==> src/rtl/vga_sync_monitor_if.sv <==
// Sync inputs and recovered-timing outputs of the VGA sync monitor.
// master = the sync source / consumer side, slave = the monitor itself.
interface vga_sync_monitor_if;
   logic        h_sync_in;
   logic        v_sync_in;
   logic [9:0]  pixel_x;
   logic [9:0]  pixel_y;
   logic        video_on;
   logic        locked;
   logic        frame_start;
   logic        timing_err;
   logic [11:0] h_total_meas;
   logic [11:0] h_pulse_meas;
   logic [10:0] v_total_meas;
   logic [10:0] v_pulse_meas;

   modport master (
      output h_sync_in, v_sync_in,
      input  pixel_x, pixel_y, video_on, locked, frame_start, timing_err,
      input  h_total_meas, h_pulse_meas, v_total_meas, v_pulse_meas
   );

   modport slave (
      input  h_sync_in, v_sync_in,
      output pixel_x, pixel_y, video_on, locked, frame_start, timing_err,
      output h_total_meas, h_pulse_meas, v_total_meas, v_pulse_meas
   );
endinterface

==> src/rtl/vga_sync_monitor.sv <==
// VGA sync monitor: measures incoming hsync/vsync geometry, checks it
// against the expected timing, tracks lock and regenerates pixel
// coordinates plus the active-video flag from the sync edges.
module vga_sync_monitor #(
   parameter int H_VIDEO     = 640,
   parameter int H_FRONTP    = 24,
   parameter int H_PULSE     = 96,
   parameter int H_BACKP     = 40,
   parameter int V_VIDEO     = 480,
   parameter int V_FRONTP    = 7,
   parameter int V_PULSE     = 2,
   parameter int V_BACKP     = 35,
   parameter int LOCK_FRAMES = 2,
   parameter int H_TIMEOUT   = 4095
) (
   input logic                clk_0,
   input logic                rst,
   vga_sync_monitor_if.slave  vif
);

   localparam logic [11:0] H_TOT  = 12'(H_VIDEO + H_FRONTP + H_PULSE + H_BACKP);
   localparam logic [11:0] H_PW   = 12'(H_PULSE);
   localparam logic [11:0] H_ACT0 = 12'(H_PULSE + H_BACKP);
   localparam logic [11:0] H_ACT1 = 12'(H_PULSE + H_BACKP + H_VIDEO);
   localparam logic [11:0] H_TO   = 12'(H_TIMEOUT);
   localparam logic [10:0] V_TOT  = 11'(V_VIDEO + V_FRONTP + V_PULSE + V_BACKP);
   localparam logic [10:0] V_PW   = 11'(V_PULSE);
   localparam logic [10:0] V_ACT0 = 11'(V_PULSE + V_BACKP);
   localparam logic [10:0] V_ACT1 = 11'(V_PULSE + V_BACKP + V_VIDEO);
   localparam logic [3:0]  LOCK_N = 4'(LOCK_FRAMES);

   typedef enum logic {UNLOCKED, LOCKED} lock_state_t;

   lock_state_t state, state_n;
   logic [3:0]  good_cnt, good_cnt_n;

   logic        hs_prev, vs_prev;
   logic        h_seen, v_seen;
   logic        to_armed, frame_bad;
   logic [11:0] cnt_h;
   logic [10:0] cnt_v;

   logic        hs_fall, hs_rise, vs_fall, vs_rise;
   logic [11:0] n_cur, h_tot_new;
   logic [10:0] m_cur, v_tot_new;
   logic        err_htot, err_hpw, err_vtot, err_vpw, err_to, err_any;
   logic        frame_close, active, lock_next;

   // Edge detection, current line/frame offsets and violation checks for this sample.
   always_comb begin
      hs_fall   = hs_prev & ~vif.h_sync_in;
      // A rising edge only means something once a falling edge has opened the pulse.
      hs_rise   = ~hs_prev & vif.h_sync_in & h_seen;
      // Vsync is only looked at on hsync falling-edge cycles.
      vs_fall   = hs_fall & vs_prev & ~vif.v_sync_in;
      vs_rise   = hs_fall & ~vs_prev & vif.v_sync_in & v_seen;

      h_tot_new = (cnt_h == 12'hFFF) ? cnt_h : cnt_h + 12'd1;
      v_tot_new = (cnt_v == 11'h7FF) ? cnt_v : cnt_v + 11'd1;
      n_cur     = hs_fall ? 12'd0 : h_tot_new;
      m_cur     = vs_fall ? 11'd0 : (hs_fall ? v_tot_new : cnt_v);

      err_htot  = hs_fall & h_seen & (h_tot_new != H_TOT);
      err_hpw   = hs_rise & (n_cur != H_PW);
      err_vtot  = vs_fall & v_seen & (v_tot_new != V_TOT);
      err_vpw   = vs_rise & (m_cur != V_PW);
      // An hsync edge on the same cycle always beats the timeout.
      err_to    = to_armed & ~hs_fall & (n_cur == H_TO);
      err_any   = err_htot | err_hpw | err_vtot | err_vpw | err_to;

      // The first vsync fall after reset only opens a frame.
      frame_close = vs_fall & v_seen;
      active      = (n_cur >= H_ACT0) && (n_cur < H_ACT1) &&
                    (m_cur >= V_ACT0) && (m_cur < V_ACT1);
   end

   // Lock state and good-frame counter register.
   always_ff @(posedge clk_0) begin
      if (!rst) begin
         state    <= UNLOCKED;
         good_cnt <= 4'd0;
      end else begin
         state    <= state_n;
         good_cnt <= good_cnt_n;
      end
   end

   // Lock next state: any error drops lock and wins over a frame close.
   always_comb begin
      state_n    = state;
      good_cnt_n = good_cnt;
      if (err_any) begin
         state_n    = UNLOCKED;
         good_cnt_n = 4'd0;
      end else if (frame_close && !frame_bad) begin
         good_cnt_n = (good_cnt == 4'hF) ? good_cnt : good_cnt + 4'd1;
         if (good_cnt_n >= LOCK_N) begin
            state_n = LOCKED;
         end
      end
   end

   // Lock outputs: registered lock flag plus the look-ahead used to gate video.
   always_comb begin
      vif.locked = (state == LOCKED);
      lock_next  = (state_n == LOCKED);
   end

   // Sync history, counters, measurements and registered video outputs.
   always_ff @(posedge clk_0) begin
      if (!rst) begin
         hs_prev          <= 1'b0;
         vs_prev          <= 1'b0;
         h_seen           <= 1'b0;
         v_seen           <= 1'b0;
         to_armed         <= 1'b1;
         frame_bad        <= 1'b0;
         cnt_h            <= 12'd0;
         cnt_v            <= 11'd0;
         vif.h_total_meas <= 12'd0;
         vif.h_pulse_meas <= 12'd0;
         vif.v_total_meas <= 11'd0;
         vif.v_pulse_meas <= 11'd0;
         vif.timing_err   <= 1'b0;
         vif.frame_start  <= 1'b0;
         vif.pixel_x      <= 10'd0;
         vif.pixel_y      <= 10'd0;
         vif.video_on     <= 1'b0;
      end else begin
         hs_prev <= vif.h_sync_in;
         cnt_h   <= n_cur;
         cnt_v   <= m_cur;
         if (hs_fall) begin
            vs_prev <= vif.v_sync_in;
            h_seen  <= 1'b1;
         end
         if (vs_fall) begin
            v_seen <= 1'b1;
         end
         // One timeout per loss episode; the next hsync fall re-arms it.
         if (hs_fall) begin
            to_armed <= 1'b1;
         end else if (err_to) begin
            to_armed <= 1'b0;
         end
         // A frame with any error in it is never counted toward lock.
         if (vs_fall) begin
            frame_bad <= 1'b0;
         end else if (err_any) begin
            frame_bad <= 1'b1;
         end
         if (hs_fall && h_seen) begin
            vif.h_total_meas <= h_tot_new;
         end
         if (hs_rise) begin
            vif.h_pulse_meas <= n_cur;
         end
         if (frame_close) begin
            vif.v_total_meas <= v_tot_new;
         end
         if (vs_rise) begin
            vif.v_pulse_meas <= m_cur;
         end
         vif.timing_err  <= err_any;
         vif.frame_start <= vs_fall;
         vif.video_on    <= active & lock_next;
         vif.pixel_x     <= active ? 10'(n_cur - H_ACT0) : 10'd0;
         vif.pixel_y     <= active ? 10'(m_cur - V_ACT0) : 10'd0;
      end
   end

endmodule

==> src/flat_wrapper.sv <==
// flat-port wrapper written by rule: the top's interface ports become plain ports
module vga_sync_monitor_flat 
#(
   parameter int H_VIDEO     = 640,
   parameter int H_FRONTP    = 24,
   parameter int H_PULSE     = 96,
   parameter int H_BACKP     = 40,
   parameter int V_VIDEO     = 480,
   parameter int V_FRONTP    = 7,
   parameter int V_PULSE     = 2,
   parameter int V_BACKP     = 35,
   parameter int LOCK_FRAMES = 2,
   parameter int H_TIMEOUT   = 4095
)
  (clk_0, rst, vif_h_sync_in, vif_v_sync_in, vif_pixel_x, vif_pixel_y, vif_video_on, vif_locked, vif_frame_start, vif_timing_err, vif_h_total_meas, vif_h_pulse_meas, vif_v_total_meas, vif_v_pulse_meas);
  vga_sync_monitor_if vif_i ();
  input logic clk_0;
  input logic rst;
  input wire logic [$bits(vif_i.h_sync_in)-1:0] vif_h_sync_in;
  input wire logic [$bits(vif_i.v_sync_in)-1:0] vif_v_sync_in;
  output wire logic [$bits(vif_i.pixel_x)-1:0] vif_pixel_x;
  output wire logic [$bits(vif_i.pixel_y)-1:0] vif_pixel_y;
  output wire logic [$bits(vif_i.video_on)-1:0] vif_video_on;
  output wire logic [$bits(vif_i.locked)-1:0] vif_locked;
  output wire logic [$bits(vif_i.frame_start)-1:0] vif_frame_start;
  output wire logic [$bits(vif_i.timing_err)-1:0] vif_timing_err;
  output wire logic [$bits(vif_i.h_total_meas)-1:0] vif_h_total_meas;
  output wire logic [$bits(vif_i.h_pulse_meas)-1:0] vif_h_pulse_meas;
  output wire logic [$bits(vif_i.v_total_meas)-1:0] vif_v_total_meas;
  output wire logic [$bits(vif_i.v_pulse_meas)-1:0] vif_v_pulse_meas;
  assign vif_i.h_sync_in = vif_h_sync_in;
  assign vif_i.v_sync_in = vif_v_sync_in;
  assign vif_pixel_x = vif_i.pixel_x;
  assign vif_pixel_y = vif_i.pixel_y;
  assign vif_video_on = vif_i.video_on;
  assign vif_locked = vif_i.locked;
  assign vif_frame_start = vif_i.frame_start;
  assign vif_timing_err = vif_i.timing_err;
  assign vif_h_total_meas = vif_i.h_total_meas;
  assign vif_h_pulse_meas = vif_i.h_pulse_meas;
  assign vif_v_total_meas = vif_i.v_total_meas;
  assign vif_v_pulse_meas = vif_i.v_pulse_meas;
  vga_sync_monitor #(.H_VIDEO(H_VIDEO), .H_FRONTP(H_FRONTP), .H_PULSE(H_PULSE), .H_BACKP(H_BACKP), .V_VIDEO(V_VIDEO), .V_FRONTP(V_FRONTP), .V_PULSE(V_PULSE), .V_BACKP(V_BACKP), .LOCK_FRAMES(LOCK_FRAMES), .H_TIMEOUT(H_TIMEOUT)) u_core (.clk_0(clk_0), .rst(rst), .vif(vif_i));
endmodule
==> config.mk <==
export PLATFORM = sky130hd
export DESIGN_NAME = vga_sync_monitor_flat
export DESIGN_NICKNAME = d
export VERILOG_FILES = /design/src/rtl/vga_sync_monitor_if.sv /design/src/rtl/vga_sync_monitor.sv /design/src/flat_wrapper.sv
export SDC_FILE = /design/constraint.sdc
export NUM_CORES = 1
export LEC_CHECK = 0
export ABC_AREA = 1
export CORE_MARGIN = 8
export CORE_UTILIZATION = 35
export DETAILED_ROUTE_END_ITERATION = 7
export GPL_TIMING_DRIVEN = 0
export HOLD_SLACK_MARGIN = 0.08
export PLACE_DENSITY = 0.56
export SYNTH_ARGS = -nofsm -noshare
export SYNTH_HDL_FRONTEND = slang
export SYNTH_SLANG_ARGS = --single-unit
==> constraint.sdc <==
create_clock -name clk_0 -period 4.6 [get_ports clk_0]
set_clock_uncertainty 0.05 [all_clocks]
set_input_delay 1.15 -clock clk_0 [delete_from_list [all_inputs] [get_ports clk_0]]
set_output_delay 1.15 -clock clk_0 [all_outputs]
set_load 0.02 [all_outputs]
## After elaboration in Yosys (flattened, before gate mapping)

Index checks and enable logic that the tools add are counted.

- Add/sub/neg operators: 5
- $lt $le $gt $ge: 5
- Equal/unequal tests: 8
- Mux-type cells: 9
- Bitwise logic cells: 27
- Reductions and logical operators: 10

Operators with widths:

| cell | count |
|---|---|
| $mux W11 | 3 |
| $eq A12 B12 Y1 const B | 2 |
| $mux W12 | 2 |
| $and A1 B1 Y1 | 17 |
| $add A12 B1 Y12 const B | 1 |
| $ge A12 B8 Y1 const B | 1 |
| $lt A12 B10 Y1 const B | 1 |
| $ne A12 B10 Y1 const B | 1 |
| $ne A12 B7 Y1 const B | 1 |
| $add A11 B1 Y11 const B | 1 |
| $eq A11 B11 Y1 const B | 1 |
| $ge A11 B6 Y1 const B | 1 |
| $lt A11 B10 Y1 const B | 1 |
| $ne A11 B10 Y1 const B | 1 |
| $ne A11 B2 Y1 const B | 1 |
| $sub A10 B6 Y10 const B | 1 |
| $sub A10 B8 Y10 const B | 1 |
| $not A1 Y1 | 6 |
| $reduce_or A2 Y1 | 3 |
| $logic_and A1 B1 Y1 | 5 |
| $add A4 B1 Y4 const B | 1 |
| $eq A4 B4 Y1 const B | 1 |
| $ge A4 B2 Y1 const B | 1 |
| $mux W4 | 1 |
| 4 further kinds | 9 |

- Bits in registers: 103
- Input port bits: 4
- Output and inout port bits: 70
- Logic and storage cells: 83

## Longest topological paths before layout

- Word-level depth: 11
- Mapped depth: 17
- Mapped depth without buffers: 16

## Worst setup path before layout

No wires, ideal clock.

- Path type: input-to-reg
- From: input vif_h_sync_in
- To: register u_core.vif.pixel_y[8]
- Library setup time: 116 ps
- Data arrival time: 2990 ps
- Data required time: 4434 ps
- Slack: 1443 ps
- Stages: 13
- Buffers on the path: 0
- Cell sequence: inv_1 nand2_1 a21oi_2 inv_1 o21ai_4 inv_1 ha_1 or2_2 nand2_1 nand2_1 nand2_1 xor2_1 nor2_2

- Word-level cells in the longest chain between the ends: 9
- Elaborated cells between the ends (all ways): 16

RTL lines:

| what | line | RTL |
|---|---|---|
| start: declaration | flat_wrapper.sv:19 | `input wire logic [$bits(vif_i.h_sync_in)-1:0] vif_h_sync_in;` |
| $not A1 Y1 (*) | vga_sync_monitor.sv:51 | `hs_fall = hs_prev & ~vif.h_sync_in;` |
| $and A1 B1 Y1 (*) | vga_sync_monitor.sv:51 |  |
| $and A1 B1 Y1 (2 in series) | vga_sync_monitor.sv:55 | `vs_fall = hs_fall & vs_prev & ~vif.v_sync_in;` |
| $mux W11 (*) | vga_sync_monitor.sv:61 | `m_cur = vs_fall ? 11'd0 : (hs_fall ? v_tot_new : cnt_v);` |
| via u_core.m_cur[1] | vga_sync_monitor.sv:45 | `logic [10:0] m_cur, v_tot_new;` |
| $ge A11 B6 Y1 | vga_sync_monitor.sv:74 | `(m_cur >= V_ACT0) && (m_cur < V_ACT1);` |
| $logic_and A1 B1 Y1 | vga_sync_monitor.sv:73 | `active = (n_cur >= H_ACT0) && (n_cur < H_ACT1) &&` |
| $logic_and A1 B1 Y1 | vga_sync_monitor.sv:74 |  |
| $reduce_and A2 Y1 (no line) | - |  |
| end signal: assignment | vga_sync_monitor.sv:168 | `vif.pixel_y <= active ? 10'(m_cur - V_ACT0) : 10'd0;` |
| end: declaration | vga_sync_monitor_if.sv:25 | `output pixel_x, pixel_y, video_on, locked, frame_start, timing_err,` |

Mark *: on every way through the listed nets, which the timed path passes. The rest lies on a longest branch.
A chain may end at the register's enable or synchronous reset.

## Final worst setup path

Same ends and word-level chain as after synthesis.

==> results.json <==
{
  "status": "finished clean",
  "num_rows": 44,
  "syn_inst": 726,
  "final-seq-area_mm2": 0.00206,
  "synth_edf_count": 0,
  "num_io_pins": 74,
  "critPathMaxFanout": 8,
  "fmax_ghz": 0.265,
  "start_util_pct": 35.3,
  "overflow": 0,
  "cts_buffer_depth": 2,
  "core-area_mm2": 0.0144,
  "grt_pass1_vias": 4478,
  "yosysUniqueCellTypes": 37,
  "top_layer_used": "met4",
  "synthArstFlopShare_pct": 0,
  "h-tree-depth": 3,
  "ant_nets": 0,
  "power_density_mw_per_mm2": 287,
  "hpwlAfterDp_um": 11400,
  "path_class": "in2reg",
  "cts_tree": "built",
  "route.met2.wl_um": 6820,
  "grt_start_max_net_pins": 18,
  "cts_resized": 0,
  "rsz0062_at_grt": "no",
  "netlist.area_leader.share_pct": 40.6,
  "ys_seq_area_share_pct": 40.6,
  "timing.critical_path.mode_cell": "nand2_1",
  "final_max_slew_viol_count": 0,
  "gp_congestion": 0.863,
  "cp-end-kind": "register",
  "p_leak_nw": 2.93,
  "tightest_slew_ns": 0.631,
  "drive_gt1_share_pct": 9.95,
  "yosys_warnings": 0,
  "numCtsBuffers": 9,
  "min_path_type": "reg2reg",
  "multi_input_area_mm2": 0.00246,
  "clk_pin_slew_ns": 0.07,
  "critPathTopFamily": "buffers and inverters",
  "first_pass_iters": 5,
  "cts_root_buf": "clkbuf_16",
  "layout_commonest_cell": "nand2_1",
  "areaGrowthSynthToFinish_pct": 24.8,
  "finalSetupViolations": 0,
  "drt_iter0_drc": 312,
  "route.met3.wl_um": 779,
  "yosysTopAreaCell": "dfxtp_1",
  "period_minus_slack_ns": 3.78,
  "synth_nets": 738,
  "finalCritPeriodShare_pct": 82.1,
  "portBuffers": 72,
  "die_w_um": 136,
  "diodes": 0,
  "dieHeight_um": 136,
  "required_ns": 4.80,
  "start_kind": "primary input",
  "wirelength_met1_um": 6870,
  "clock_sinks": 103,
  "drcViolationCount": 0,
  "maxCapViolations": 0,
  "crit_chain": "clkdlybuf4s50_1 > inv_1 > nand2_1 > a21oi_2 > inv_1 > o21ai_4 > inv_1 > ha_1 > or2_2 > nand2_1 > nand2_1 > nand2_1 > xor2_1 > nor2_2",
  "ir_drop_mv": 0.143,
  "finalSetupTns_ns": 0,
  "final.fill_count": 1472,
  "holdWs_ns": 0.420,
  "worst-path-buf-inv": 4,
  "ys_ff_latch": 103,
  "synth_ff_type": "dfxtp_1",
  "syn_avg_cell_area_um2": 6.99,
  "wl_um": 14600,
  "critPathMaxStageDelay_ns": 0.50,
  "cts_hold_buffers": 0,
  "nNetsFinal": 821,
  "crit_slowest_cell": "a21oi_2",
  "synthTopCellsByArea": "dfxtp_1 41%, nand2_1 13%, inv_1 8.1%, nor2_1 6.7%, nand3_1 4.0%",
  "antenna_found_initial": 0,
  "cts_setup_buffers": 0,
  "wl_per_cell_um": 14.7,
  "crit_arrival_ns": 3.97,
  "grt_pass1_wl_um": 23300,
  "relSlewSlack_pct": 57.9,
  "mostFrequentLayoutCells": "174 x nand2_1, 109 x inv_1, 103 x dfxtp_1, 90 x nor2_1, 72 x clkdlybuf4s50_1",
  "grt_use_total_pct": 16.0,
  "viasPerCell": 4.73,
  "netlist_area_mm2": 0.00507,
  "die_area_mm2": 0.0186,
  "num_vias": 4725,
  "hold_viol_final": 0,
  "clock_latency_ns": 0.35
}
==> cells in the mapped netlist (all sizes together) (8+ instances only) <==
cell type	n
clkbuf	16
xor2	9
buf	8
dfxtp	103
nand2	184
nand3	46
a21oi	23
inv	112
nor2	120
o21ai	35
o211ai	22
ha	8
nand4	10
==> routing by layer <==
| metal | up-vias | GRT usage [%] |
|---|---|---|
| li1 | 2436 | - |
| met1 | 2169 | 20.6 |
| met2 | 106 | 25.7 |
| met3 | 14 | 3.70 |
| met4 | 0 | 5.43 |
| met5 | - | 0 |
==> report_power, final <==
group / internal (mW) / leakage (nW) / switching (mW) / total, mW
logic: 0.0353 / 1.95 / 0.0786 / 0.114
registers: 0.902 / 0.832 / 0.00834 / 0.910
clock network: 0.442 / 0.147 / 0.349 / 0.792
==> cell families after synthesis <==
family | count (synthesis) | synth area share, %
and+or+nand+nor | 370 | 32.4
adders and majority gates | 8 | 1.97
AOI/OAI and AO/OA | 94 | 11.7
DFF | 103 | 40.6
buffers and inverters | 137 | 10.8
xor gates and xnor gates | 14 | 2.42
==> stage by stage <==
step | setup WS (ns) | total power [mW] | instances | utilization, % | instance area, um2
final | 0.825 | 1.82 | 998 | 44.1 | 6330
after global routing | 0.673 | 1.89 | 998 | 44.1 | 6330
after CTS | 0.853 | 1.84 | 998 | 44.1 | 6330
after detailed placement | 0.467 | 1.04 | 982 | 41.9 | 6030
after global placement | 0.511 | 1.04 | 982 | 41.9 | 6030
after floorplan | 1.44 | 1.00 | 726 | - | 5070
==> cell type report <==
| type | instances | share of cell area, % |
|---|---|---|
| clock inverters | 5 | 1.01 |
| repair buffers | 72 | 11.4 |
| inverters | 113 | 6.70 |
| flip-flops and latches | 103 | 32.6 |
| multi-input cells | 486 | 38.9 |
| clock buffers | 11 | 3.83 |
| plain buffers | 24 | 1.98 |
| well taps | 184 | 3.64 |
==> state kept, by name, indices dropped and copies added (netlist names), 4 cells and up <==
register,count
u_core.vif.pixel_y,10
u_core.vif.v_total_meas,11
u_core.cnt_v,11
u_core.vif.pixel_x,10
u_core.cnt_h,12
u_core.good_cnt,4
u_core.vif.h_pulse_meas,12
u_core.vif.h_total_meas,12
u_core.vif.v_pulse_meas,11
==> worst paths after layout <==
kind                                              startpoint                                to  slack (ns)  cells after the start
worst min register to register  u_core.to_armed$_SDFFE_PP1P_      u_core.to_armed$_SDFFE_PP1P_        0.42                      2
worst min-delay path            u_core.to_armed$_SDFFE_PP1P_      u_core.to_armed$_SDFFE_PP1P_        0.42                      2
worst max register to register    u_core.cnt_v[1]$_SDFF_PN0_  u_core.vif.pixel_y[8]$_SDFF_PN0_        1.66                     16
worst max-delay path                           vif_h_sync_in  u_core.vif.pixel_y[8]$_SDFF_PN0_        0.82                     14
==> worst register-to-register path: cells and delay by family, from the launching register on <==
kind / cells / cell delay (ns)
buffers and inverters: 3 / 0.38
adder cells (fa/ha/maj): 2 / 0.56
flip-flops: 1 / 0.44
AND/OR/NAND/NOR: 8 / 0.93
AO/OA/AOI/OAI: 2 / 0.29
XOR/XNOR: 1 / 0.18
Note: power is estimated with default switching activity, not from simulation.
